**src/rtl/gb_cpu_fetch.sv**
```systemverilog
// Instruction fetch unit: reads the opcode byte at pc, follows a CB prefix to the
// second table byte, and hands the result to the decoder with a one-cycle valid pulse.
module gb_cpu_fetch #(
    parameter logic [15:0] RESET_PC = 16'h0000
) (
    input  logic        clk,
    input  logic        reset,
    input  logic        fetch_req,
    input  logic        pc_load,
    input  logic [15:0] pc_load_val,
    input  logic        inc_inhibit,
    input  logic [7:0]  mem_rdata,
    output logic        mem_rd,
    output logic [15:0] mem_addr,
    output logic [7:0]  opcode,
    output logic        cb_prefix,
    output logic        opcode_valid,
    output logic [15:0] pc,
    output logic        busy
);

    typedef enum logic [1:0] {
        IDLE  = 2'd0,
        RD_OP = 2'd1,
        RD_CB = 2'd2
    } state_t;

    localparam logic [7:0] CB_BYTE = 8'hCB;

    state_t      state_reg;
    state_t      state_next;
    logic [15:0] pc_reg;
    logic [15:0] pc_next;
    logic [7:0]  opcode_reg;
    logic [7:0]  opcode_next;
    logic        cb_reg;
    logic        cb_next;
    logic        valid_reg;
    logic        valid_next;

    always_ff @(posedge clk or posedge reset) begin
        if (reset) begin
            state_reg  <= IDLE;
            pc_reg     <= RESET_PC;
            opcode_reg <= 8'h00;
            cb_reg     <= 1'b0;
            valid_reg  <= 1'b0;
        end else begin
            state_reg  <= state_next;
            pc_reg     <= pc_next;
            opcode_reg <= opcode_next;
            cb_reg     <= cb_next;
            valid_reg  <= valid_next;
        end
    end

    always_comb begin
        state_next  = state_reg;
        pc_next     = pc_reg;
        opcode_next = opcode_reg;
        cb_next     = cb_reg;
        valid_next  = 1'b0;
        case (state_reg)
            IDLE: begin
                // A load in the request cycle lands before RD_OP, so the read uses the new pc.
                if (pc_load) begin
                    pc_next = pc_load_val;
                end
                if (fetch_req) begin
                    state_next = RD_OP;
                end
            end
            RD_OP: begin
                pc_next = inc_inhibit ? pc_reg : pc_reg + 16'd1;
                if (mem_rdata == CB_BYTE) begin
                    state_next = RD_CB;
                end else begin
                    opcode_next = mem_rdata;
                    cb_next     = 1'b0;
                    valid_next  = 1'b1;
                    state_next  = IDLE;
                end
            end
            RD_CB: begin
                opcode_next = mem_rdata;
                cb_next     = 1'b1;
                pc_next     = pc_reg + 16'd1;
                valid_next  = 1'b1;
                state_next  = IDLE;
            end
            default: begin
                state_next = IDLE;
            end
        endcase
    end

    // Bus strobe decodes straight from state so an async reset drops it at once.
    assign mem_rd       = (state_reg == RD_OP) || (state_reg == RD_CB);
    assign mem_addr     = pc_reg;
    assign busy         = (state_reg != IDLE);
    assign pc           = pc_reg;
    assign opcode       = opcode_reg;
    assign cb_prefix    = cb_reg;
    assign opcode_valid = valid_reg;

endmodule

```
**config.mk**
```make
export PLATFORM = sky130hd
export DESIGN_NAME = gb_cpu_fetch
export DESIGN_NICKNAME = d
export VERILOG_FILES = /design/src/rtl/gb_cpu_fetch.sv
export SDC_FILE = /design/constraint.sdc
export NUM_CORES = 1
export LEC_CHECK = 0
export CAP_MARGIN = 10
export CORE_AREA = 2 2 79 66
export CTS_BUF_LIST = sky130_fd_sc_hd__clkbuf_4
export DETAILED_ROUTE_END_ITERATION = 10
export DIE_AREA = 0 0 81 68
export PLACE_DENSITY = 0.73
export SYNTH_ARGS = -nofsm -noshare
export SYNTH_HDL_FRONTEND = slang
export SYNTH_SLANG_ARGS = --single-unit
```
**constraint.sdc**
```tcl
create_clock -name clk -period 1.7 [get_ports clk]
set_input_delay 0.425 -clock clk [delete_from_list [all_inputs] [get_ports clk]]
set_output_delay 0.425 -clock clk [all_outputs]
set_load 0.01 [all_outputs]
```
==> run_results.csv <==
group,metric,value,unit
floorplanning,pin_count,73,
finish,layout-drive-gt1-share,32.20,%
cts,clock-root-buffer,"clkbuf_4",
yosys,synth_cell_types,41,
power_and_ir_drop,pwr-share-seq,23.5,%
grt,grt_pass1_wl,8183,um
place,routabilityCongestion,0.7692,
routing,ant_nets,0,
yosys,yosysSeqAreaShare,38.65,%
critical_path,r2r_cells,7,
yosys,synth_area_leaders,"dfrtp_1, buf_4, mux2_2",
critical_path,r2r_start,"state_reg[0]",
critical_path,startpoint,"state_reg[0]",
cts,htree_levels,1,
finish,instances_no_fill,357,
yosys,netlist_instances,193,
power_and_ir_drop,p_int,3111,uW
power_and_ir_drop,clockPowerShare,5.4,%
yosys,synthAdderAreaFrac,4.141,%
critical_path,cpMostUsedCell,"buf_6",
yosys,yosys.area_share.simple,25.74,%
sta,finalCritPeriodShare,98.67,%
grt,overflow,0,
yosys,synth_top_family_by_area,"simple AND/OR/NAND/NOR gates",
min_path,hold_path_class,"in -> async",
place,port_buffers,72,
routing,dr_total_vias,1802,
yosys,synth_top_cell_by_area,"dfrtp_1",
yosys,synth_most_common_cell,"dfrtp_1",
critical_path,path_cells,"buf_6 > ha_4 > and2_4 > nor3_4 > buf_6 > mux2i_1 > o211ai_1",
place,dp_cells,332,
floorplanning,rows,23,
routing,drt-total-wl,5172,um
yosys,synth_fp_nets,228,
yosys,synth.cell_area,1813,sq um
critical_path,max_stage_delay,0.42,ns
floorplanning,design.die.area,5508,sq um
yosys,synthTopCellsByCount,"dfrtp_1, buf_4, nand2_1, a21oi_1, inv_1",
routing,drtIter0Drc,129,
critical_path,reg2reg_to,"mem_addr[14]",
critical_path,cpMaxStageDelayCell,"dfrtp_1",
flow_run,drv_cap,0,
yosys,synth_top_area_share,38.65,%
yosys,ys_seq_elements,28,
sta,finalSetupViolations,0,
cts,cts.sinks,28,
finish,seq_area,710.7,sq um
sta,rsz0062_at_grt,"yes",
sta,finClkSkew,0.003351,ns
yosys,synthArstFlopShare,100.0,%
sta,finalMaxSlewViolations,0,
critical_path,worstSetupPathType,"reg -> reg",
power_and_ir_drop,pwr-share-comb,71.1,%
power_and_ir_drop,peakVddDrop,0.8351,mV
outcome,outcome,"completed",
cts,cts-buffers-inserted,3,
critical_path,worstSetupStartpointType,"flop",
floorplanning,fp.dieH,68,um
power_and_ir_drop,power_density,1774,nW/um^2
routing,wl_per_cell,14.49,um
finish,largest_reg_flops,16,
critical_path,crit_required,1.93,ns
floorplanning,core,4777,sq um
grt,grt_usage,19.41,%
cts,cts_tree,"built",
sta,tightest_slew,0.3820,ns
sta,max_slew_margin,74.30,%
critical_path,cp-end-kind,"flop",
routing,viasPerCell,5.048,
yosys,muxShareOfSynthArea,7.798,%
routing,drc,0,
finish,nets,332,
floorplanning,initial_core_util,37.95,%
yosys,synth_xor_area_share,0,%
yosys,synth_flop_cell,"dfrtp_1",
sta,hold_viol,0,
yosys,synth_compound_area_share,13.04,%
sta,maxClockFrequency,596.1,MHz
yosys,ys_warn_count,0,
power_and_ir_drop,p_switching,2204,uW
cts,cts_buffer_depth,2,
finish,diodes,0,
critical_path,ff2ff_setup_slack,0.02,ns
grt,grt_pass1_vias,1697,
grt,grt_max_degree,29,
yosys,syn-mean-instance-area,9.394,sq um
finish,final_area,2995,sq um
floorplanning,die_x,81,um
critical_path,worstPathMaxFanout,7,
place,dpl_cell_area,2666,sq um
cts,postCtsHoldBufs,0,
critical_path,worst_ep_arrival_time,1.91,ns
finish,nFillCells,416,
power_and_ir_drop,leakage,0.001422,uW
yosys,synth_edf_count,0,
cts,clk_latency,0.34,ns
cts,cts.clk_slew.worst_paths,0.15,ns
sta,fin_crit,1.677,ns
finish,area_growth,65.22,%
place,dp.final_hpwl,3556,um
power_and_ir_drop,switching_share,41.47,%
grt,grt_antenna_before_repair,0,
routing,firstDrtPassIters,4,
power_and_ir_drop,finalPower,5315,uW
finish,multi_input_comb_area,1016,sq um
[kinds of logic (layout without fill, tap and decap cells)]
family,after synthesis,after routing
adder cells (fa/ha/maj),6,6
flip-flops,28,28
AO/OA/AOI/OAI,37,37
multiplexers,13,13
AND/OR/NAND/NOR,76,76
buffers and inverters,33,135
[timing repair]
action | CTS | global route
buffers inserted | 15 | 6
setup endpoints to repair | 45 | 34
pin swaps | 2 | 8
resized for setup | 48 | 39
endpoints found under the hold margin | 0 | 0
cloned | 1 | 0
[power by group through the flow]
stage	clock network [uW]	logic [uW]	registers (uW)
2_1_floorplan	0	1580	1520
3_3_place_gp	0	3190	1350
3_5_place_dp	0	3230	1370
4_1_cts	289	3490	1270
5_1_grt	319	4120	1300
6_report	286	3780	1250
[through the flow]
stage               worst slack, ns  hold slack, ns  setup TNS, ns  util [%]
finish                      0.02255          0.4318              0     62.70
global route               -0.09095          0.4770        -0.2345     62.70
CTS                        -0.08288          0.4467        -0.2195     59.38
detailed placement          -0.3711          0.4961         -4.653     55.81
global placement            -0.2853          0.4920         -3.742     55.81
floorplan                   0.06982          0.4904              0         -
[critical path, delay by kind of cell, from the launching register on]
| kind | cells | cell delay (ns) |
|---|---|---|
| muxes | 1 | 0.18 |
| adders and majority gates | 1 | 0.16 |
| buffers and inverters | 2 | 0.31 |
| DFF | 1 | 0.42 |
| and+or+nand+nor | 2 | 0.39 |
| AOI/OAI and AO/OA | 1 | 0.10 |
[how the worst max path moves through the flow]
stage,endpoint,slack [ns]
6_report,mem_addr[14],0.02
5_1_grt,mem_addr[14],-0.09
4_1_cts,mem_rd,-0.08
3_5_place_dp,opcode[7],-0.37
3_3_place_gp,opcode[2],-0.29
2_1_floorplan,mem_addr[4],0.07
[layout make-up]
| cell class | instances | share of cell area (%) |
|---|---|---|
| clock buffers | 3 | 0.7519 |
| inverters | 10 | 1.253 |
| multi-input cells | 132 | 33.92 |
| flip-flops and latches | 28 | 23.73 |
| well taps | 62 | 2.590 |
| repair buffers | 122 | 37.76 |
[cells in the final DEF, fill, tap and decap left out, drive strengths merged, types with 4 or more instances in the layout]
cell type,n
a21oi,12
and4,4
buf,52
clkdlybuf4s50,29
dfrtp,28
dlygate4sd2,28
dlymetal6s2s,13
ha,6
inv,10
mux2,9
mux2i,4
nand2,13
nand2b,6
nand3,10
nand4,9
nor2,9
nor3,8
nor4,7
o21ai,7
o22ai,7
[routing by layer]
metal  routed length, um  GRT usage, %  up-vias  part of all wire [%]
li1                    -             -      898                     -
met4                  72         5.720        0                   1.4
met1                2324         25.08      841                    45
met2                2494         33.37       55                    48
met3                 280         3.562        8                   5.4
met5                   0             0        -                     0
(Power assumes the default switching activity.)
